<file path="config.mk">
export PLATFORM = sky130hd
export DESIGN_NAME = buffer_ctrl
export DESIGN_NICKNAME = d
export VERILOG_FILES = /design/src/rtl/buffer_pkg.sv /design/src/rtl/mod_ptr.sv /design/src/rtl/buffer_ctrl.sv
export SDC_FILE = /design/constraint.sdc
export NUM_CORES = 1
export LEC_CHECK = 0
export BUFFER_PORTS_ARGS = -buffer_cell sky130_fd_sc_hd__buf_2
export CAP_MARGIN = 20
export CORE_AREA = 2 2 39 41
export DETAILED_ROUTE_END_ITERATION = 10
export DIE_AREA = 0 0 41 43
export GPL_ROUTABILITY_DRIVEN = 0
export PLACE_DENSITY = 0.82
export SLEW_MARGIN = 20
export SYNTH_ARGS = -nofsm -noshare
export SYNTH_HDL_FRONTEND = slang
export SYNTH_SLANG_ARGS = --single-unit
</file>
<file path="constraint.sdc">
create_clock -name clk -period 3.5 [get_ports clk]
set_input_delay 0.7 -clock clk [delete_from_list [all_inputs] [get_ports clk]]
set_output_delay 0.7 -clock clk [all_outputs]
set_load 0.02 [all_outputs]
</file>
<file path="src/rtl/buffer_pkg.sv">
// Shared definitions for the buffer controller slice.
// Holds the default geometry and a constant ceil-log2 helper that the
// controller uses to size its address and occupancy fields.
package buffer_pkg;

  localparam int DEF_SIZE = 32'sd16;
  localparam int DEF_K    = 32'sd4;
  localparam int DEF_J    = 32'sd4;

  // Smallest r with 2**r >= value; used for BIT (SIZE) and CNT_BIT (SIZE+1).
  function automatic int clog2_f(input int value);
    int r;
    r = 32'sd0;
    while ((32'sd1 << r) < value) begin
      r = r + 32'sd1;
    end
    return r;
  endfunction

endpackage

</file>
<file path="src/rtl/mod_ptr.sv">
// Modular pointer: a BIT-wide register that advances by STEP when adv is
// high and wraps by natural overflow (depth is a power of two).
// Ports:
//   clk  - rising-edge clock
//   rst  - synchronous active-high reset to 0
//   clr  - synchronous clear to 0 (flush)
//   adv  - advance the pointer by STEP this edge
//   ptr  - current pointer value
module mod_ptr #(
  parameter int BIT  = 32'sd4,
  parameter int STEP = 32'sd4
) (
  input  logic           clk,
  input  logic           rst,
  input  logic           clr,
  input  logic           adv,
  output logic [BIT-1:0] ptr
);

  // STEP == depth truncates to 0, which is the correct modular advance.
  localparam logic [BIT-1:0] STEP_W = BIT'(STEP);

  // Pointer register: reset/clear win over advance.
  always_ff @(posedge clk) begin
    if (rst || clr) begin
      ptr <= {BIT{1'b0}};
    end else if (adv) begin
      ptr <= ptr + STEP_W;
    end else begin
      ptr <= ptr;
    end
  end

endmodule

</file>
<file path="src/rtl/buffer_ctrl.sv">
// Pointer and occupancy controller in front of the circular line Buffer.
// Accepts K-word write groups and presents J-word read groups, driving the
// Buffer's ld / write_add / read_add so it never overflows or underflows.
// Ports:
//   clk, rst            - clock and synchronous active-high reset
//   flush               - synchronous clear of pointers and count
//   wr_valid / wr_ready - producer handshake (K words)
//   rd_ready / rd_valid - consumer handshake (J words)
//   ld                  - Buffer load enable (same-cycle write fire)
//   write_add/read_add  - Buffer write/read base addresses
//   count, full, empty  - occupancy in words and its flags
module buffer_ctrl
  import buffer_pkg::*;
#(
  parameter int SIZE    = DEF_SIZE,
  parameter int K       = DEF_K,
  parameter int J       = DEF_J,
  parameter int BIT     = clog2_f(SIZE),
  parameter int CNT_BIT = clog2_f(SIZE + 32'sd1)
) (
  input  logic               clk,
  input  logic               rst,
  input  logic               flush,
  input  logic               wr_valid,
  output logic               wr_ready,
  input  logic               rd_ready,
  output logic               rd_valid,
  output logic               ld,
  output logic [BIT-1:0]     write_add,
  output logic [BIT-1:0]     read_add,
  output logic [CNT_BIT-1:0] count,
  output logic               full,
  output logic               empty
);

  localparam logic [CNT_BIT-1:0] SIZE_C = CNT_BIT'(SIZE);
  localparam logic [CNT_BIT-1:0] K_C    = CNT_BIT'(K);
  localparam logic [CNT_BIT-1:0] J_C    = CNT_BIT'(J);

  logic [CNT_BIT-1:0] cnt;
  logic [CNT_BIT-1:0] cnt_next;
  logic [CNT_BIT-1:0] room;
  logic               wr_fire;
  logic               rd_fire;

  // Handshake qualification: both sides blocked during reset or flush.
  always_comb begin
    room     = SIZE_C - cnt;
    wr_ready = !rst && !flush && (room >= K_C);
    rd_valid = !rst && !flush && (cnt >= J_C);
    wr_fire  = wr_valid && wr_ready;
    rd_fire  = rd_ready && rd_valid;
    ld       = wr_fire;
  end

  // Next occupancy; both fires are judged on the pre-edge count, so
  // cnt + K never exceeds SIZE and cnt - J never goes below zero.
  always_comb begin
    cnt_next = cnt;
    if (wr_fire && rd_fire) begin
      cnt_next = cnt + K_C - J_C;
    end else if (wr_fire) begin
      cnt_next = cnt + K_C;
    end else if (rd_fire) begin
      cnt_next = cnt - J_C;
    end else begin
      cnt_next = cnt;
    end
  end

  // Occupancy register.
  always_ff @(posedge clk) begin
    if (rst || flush) begin
      cnt <= {CNT_BIT{1'b0}};
    end else begin
      cnt <= cnt_next;
    end
  end

  mod_ptr #(.BIT(BIT), .STEP(K)) u_wr_ptr (
    .clk (clk),
    .rst (rst),
    .clr (flush),
    .adv (wr_fire),
    .ptr (write_add)
  );

  mod_ptr #(.BIT(BIT), .STEP(J)) u_rd_ptr (
    .clk (clk),
    .rst (rst),
    .clr (flush),
    .adv (rd_fire),
    .ptr (read_add)
  );

  // Occupancy outputs straight from the count register.
  always_comb begin
    count = cnt;
    full  = (cnt == SIZE_C);
    empty = (cnt == {CNT_BIT{1'b0}});
  end

endmodule
</file>
# After elaboration in Yosys (flattened, before gate mapping)
# Index checks and enable logic that the tools add are counted.
# W data, S select, Z words.
op_classes:
  add_sub_neg: 6
  n_lt_le_gt_ge: 2
  n_eq_ne: 1
  mux: 3
  reduce_logical: 11
ops:
  columns: ["operator", "n"]
  rows:
  - ["$mux W5", 3]
  - ["$ge A5 B3 Y1 const B", 2]
  - ["$sub A5 B3 Y5 const B", 2]
  - ["$add A4 B3 Y4 const B", 2]
  - ["$logic_and A1 B1 Y1", 6]
  - ["$add A5 B3 Y5 const B", 1]
  - ["$eq A5 B5 Y1 const B", 1]
  - ["$logic_not A5 Y1", 1]
  - ["$sub A5 B5 Y5 const A", 1]
  - ["$reduce_bool A3 Y1", 1]
  - ["$logic_not A1 Y1", 2]
  - ["$logic_or A1 B1 Y1", 1]
word_totals:
  regBits: 13
  in_bits: 5
  output_inout_bits: 18
  word_cells: 26

# Logic depth before layout (Yosys ltp)
logic_depth:
  word_depth: 7
  ltp_mapped: 10
  mapped_depth_nobuf: 10

# Hierarchy
# From an unflattened synthesis, not the netlist that was laid out.
unflattened:
  hier_cells: 65
  area_unflattened_um2: 583.1
modules_own_cells:
  columns: ["mod", "n_inst", "cells_each", "area_per_inst_um2", "seq_area_each_um2"]
  rows:
  - ["buffer_ctrl", 1, 45, 377.9, 60.1]
  - ["mod_ptr", 2, 10, 102.6, 40.0]

# Least setup slack after synthesis
# OpenSTA, ideal clock, no wires.
synth_timing:
  path_type: "register -> register"
  startpoint: "register cnt[2] (netlist: count[2])"
  endpoint: "register cnt[4] (netlist: count[4])"
  setup_time_ns: 0.064
  arrival_ns: 2.846
  required_ns: 3.436
  slack_ns: 0.590
  path_stages_with_launch: 11
  path_buffers: 0
  synth_period_minus_slack_ns: 2.910
  cell_sequence: "dfxtp_1 -> inv_1 -> ha_1 -> ha_1 -> or4b_4 -> nand2_1 -> inv_1 -> ha_1 -> or2_2 -> or4_1 -> nand4_1"
synth_via:
  elab_chain_cells: 6
  elab_cells_between_ends: 15
  cone_classes: "4 x add/sub; 2 x order compare; 3 x mux; 6 x reduce/logical"
synth_rtl:
  columns: ["element", "line_no", "text"]
  rows:
  - ["start, declared", "buffer_ctrl.sv:40", "logic [CNT_BIT-1:0] cnt;"]
  - ["start signal, assigned", "buffer_ctrl.sv:74", "cnt <= {CNT_BIT{1'b0}};"]
  - ["start signal, assigned", "buffer_ctrl.sv:76", "cnt <= cnt_next;"]
  - ["$sub A5 B5 Y5 (*)", "buffer_ctrl.sv:48", "room = SIZE_C - cnt;"]
  - ["$ge A5 B3 Y1 (*)", "buffer_ctrl.sv:49", "wr_ready = !rst && !flush && (room >= K_C);"]
  - ["$logic_and A1 B1 Y1 (*)", "buffer_ctrl.sv:49", null]
  - ["$logic_and A1 B1 Y1 (*)", "buffer_ctrl.sv:51", "wr_fire = wr_valid && wr_ready;"]
  - ["via ld", "buffer_ctrl.sv:28", "output logic ld,"]
  - ["$mux W5 or $logic_and A1 B1 Y1 (tied branches)", "buffer_ctrl.sv:62, buffer_ctrl.sv:60", null]
  - ["$mux W5 or $reduce_bool A3 Y1 (tied branches)", null, null]
# Mark *: on every way through the listed nets, which the timed path passes. The rest lies on a longest branch. The select of a mux whose other input is x is not followed.
# A chain may end at the register's enable or synchronous reset.

# Final worst setup path
layout_timing:
  startpoint: "register cnt[2] (netlist: count[2])"
  endpoint: "register cnt[4] (netlist: count[4])"
layout_via:
  elab_chain_cells: 6
  elab_cells_between_ends: 15
  cone_classes: "4 x add/sub; 2 x order compare; 3 x mux; 6 x reduce/logical"
layout_rtl:
  columns: ["element", "line_no"]
  rows:
  - ["$sub A5 B5 Y5", "buffer_ctrl.sv:48"]
  - ["$ge A5 B3 Y1", "buffer_ctrl.sv:49"]
  - ["$logic_and A1 B1 Y1", "buffer_ctrl.sv:49"]
  - ["$logic_and A1 B1 Y1", "buffer_ctrl.sv:51"]
  - ["$mux W5 or $logic_and A1 B1 Y1 (tied branches)", "buffer_ctrl.sv:62, buffer_ctrl.sv:60"]
  - ["$mux W5 or $reduce_bool A3 Y1 (tied branches)", null]
# Several ways; a longest one is shown, not always the timed one. The select of a mux whose other input is x is not followed.

==> summary.txt <==
Number of synthesized register bits - 7
Skew final - 0.00424 ns
Clock Pin Slew Worst Setup and Hold Paths - 0.06 ns
H-tree depth - 1
Root Driver - clkbuf_4
TritonCTS buffer count - 3
Final hold viol count - 0
Top cell type's share of synthesized area - 24.0%
RSZ-0062 raised after global routing - no
Status - complete, no violations
CTS resizes - 0
Top_reg_cell synth - dfxtp_1
Clock tree sinks - 7
Diodes inserted - 0
Global route total overflow - 0
DRT iter0 DRCs - 4
Commonest cells post-synth - ha_1, dfxtp_1, buf_4, inv_1, nor2_1
Final Non-Filler Cells - 103
Startpoint types - register
Layout area overhead - 15.2%
Vias in the first global route - 479
Worst-path fanout max - 10
Crit path largest cell delay - 0.51 ns
Worst-path cell chain - inv_1, ha_1, ha_1, or4b_4, nand2_1, inv_1, ha_1, or2_2, or4_1, nand4_1
Die height - 43 um
Overall routing resource usage - 17.4%
Worst path most repeated cell - ha_1
Final Hold Slack - 0.458 ns
Post-Syn Area per Cell - 8.45 um^2
Sequential area share after synthesis - 24.0%
CTS tree - done
Layout cells sized above 1 - 25.3%
Post-synth ARST share - 0%
Net count, final - 101
Worst slew pin tran - 0.589 ns
HPWL Detailed - 983 um
CP max-delay cell - dfxtp_1
Vias - 521
Synth cell types - 28
Clock buffer depth - 2
WP data arrival - 3.11 ns
CP Capture Type - register
Post-synth EDFFs - 0
Drt total wl - 1.24 mm
Final Max Slew Viols - 0
Multi-input gate area - 383 um^2
TritonRoute pass-1 iters - 4
First-pass GRT wire length - 2.03 mm
DRC Markers - 0
Worst vdd ir - 0.000126 V
Final setup viols - 0
Post-CTS Hold Buffers - 0
Core Area - 0.00138 mm^2
Die area - 0.00176 mm^2
Cell Area, Synth - 583 um^2
Setup TNS - 0 ns
Final period util - 83.1%
Min Clock Period, post-route - 2.91 ns
Initial core utilization - 42.1%
Vias per cell - 5.06
Cells after Synth - 69
Worst skew pair latency - 0.26 ns
Port buffer count - 16
Critical Path RT - 3.70 ns
Placed insts - 99
Post-route ant nets - 0
DIE WIDTH - 41 um
Synth Warn # - 0
Row Count - 14
Count leader, synth - ha_1
Setup bufs post-CTS - 0
Fmax - 0.344 GHz
Wire per inst - 12.0 um
Largest net degree at the start of global routing - 12
LEAKAGE - 0.320 nW
Worst slew margin - 60.4%
Setup Crit Path Kind - reg2reg
# fillers - 146
I/O pins - 23
Initial antenna violation count - 0
Top post-synthesis cells by area - dfxtp_1, ha_1, buf_4
HP Class - reg2reg
Pwr/cell area - 302 mW/mm^2
Power consumption - 0.203 mW
Seq. cell area - 140 um^2
Max-cap violations - 0
Synth area leader - dfxtp_1
layout by cell type (no fill, tap or decap), drive strengths merged:
master / instances
nor3b: 3
nor4b: 2
or3: 2
nand4: 2
clkbuf: 4
a22oi: 1
or2: 2
inv: 6
o31ai: 1
nand2: 4
nand3: 3
conb: 6
xor2: 1
nor2: 5
or4b: 1
or4: 3
ha: 8
or3b: 1
nor2b: 1
o221ai: 1
mux2i: 2
nor3: 1
a21oi: 3
o21ai: 1
dfxtp: 7
buf: 16
layout make-up:
class / instances / share of cell area, %
Clock buffer: 4 / 3.91
Inverter: 6 / 3.35
Timing Repair Buffer: 16 / 11.9
Multi-Input combinational cell: 54 / 57.0
Sequential cell: 7 / 20.9
Tap cell: 16 / 2.98
final timing paths:
kind | cells past startpoint | endpoint | start | slack [ns]
worst max-delay path | 10 | count[4]$_SDFFE_PP0P_ | count[2]$_SDFFE_PP0P_ | 0.59
worst min-delay path | 1 | u_wr_ptr.ptr[3]$_SDFFE_PP0P_ | u_wr_ptr.ptr[3]$_SDFFE_PP0P_ | 0.46
worst max register to register | 10 | count[4]$_SDFFE_PP0P_ | count[2]$_SDFFE_PP0P_ | 0.59
worst min register to register | 1 | u_wr_ptr.ptr[3]$_SDFFE_PP0P_ | u_wr_ptr.ptr[3]$_SDFFE_PP0P_ | 0.46
worst max-delay path: cells and delay by family, from the launching register on:
family                   cells  cell delay (ns)
AND/OR/NAND/NOR              5             1.39
adder cells (fa/ha/maj)      3             0.78
flip-flops                   1             0.51
buffers and inverters        2             0.16
routing by layer:
layer | wire length [um] | track usage, % | vias up
met5 | 0 | 0 | -
met4 | 31 | 10.0 | 0
met3 | 78 | 4.71 | 4
met2 | 581 | 26.6 | 17
met1 | 544 | 20.6 | 232
li1 | - | - | 268
kinds of logic (layout without fill, tap and decap cells):
kind of cell | count (synthesis) | count (layout) | synth area share (%)
buffers and inverters | 13 | 26 | 13.5
other | 1 | 6 | 0.643
muxes | 2 | 2 | 3.43
AOI/OAI and AO/OA | 7 | 7 | 7.51
DFF | 7 | 7 | 24.0
adders and majority gates | 8 | 8 | 17.2
and+or+nand+nor | 30 | 30 | 32.2
xor gates and xnor gates | 1 | 1 | 1.50
power by group:
| part | leakage (nW) | internal, mW | switching [mW] |
|---|---|---|---|
| clock network | 0.0150 | 0.0438 | 0.0343 |
| registers | 0.0566 | 0.0812 | 0.00229 |
| logic | 0.249 | 0.0137 | 0.0275 |
| total | 0.320 | 0.139 | 0.0641 |
flip-flops by register name, summed over array words and instances, names as in the netlist:
signal / cells
count: 3
u_rd_ptr.ptr: 2
u_wr_ptr.ptr: 2
through the flow:
stage | setup slack, ns | util (%) | instance area (um^2)
finish | 0.590 | 48.6 | 672
global route | 0.399 | 48.6 | 672
CTS | 0.577 | 48.6 | 672
detailed placement | 0.596 | 46.7 | 646
global placement | 0.671 | 46.7 | 646
floorplan | 0.590 | - | 602
No activity file was read; power rests on OpenSTA's default activity.
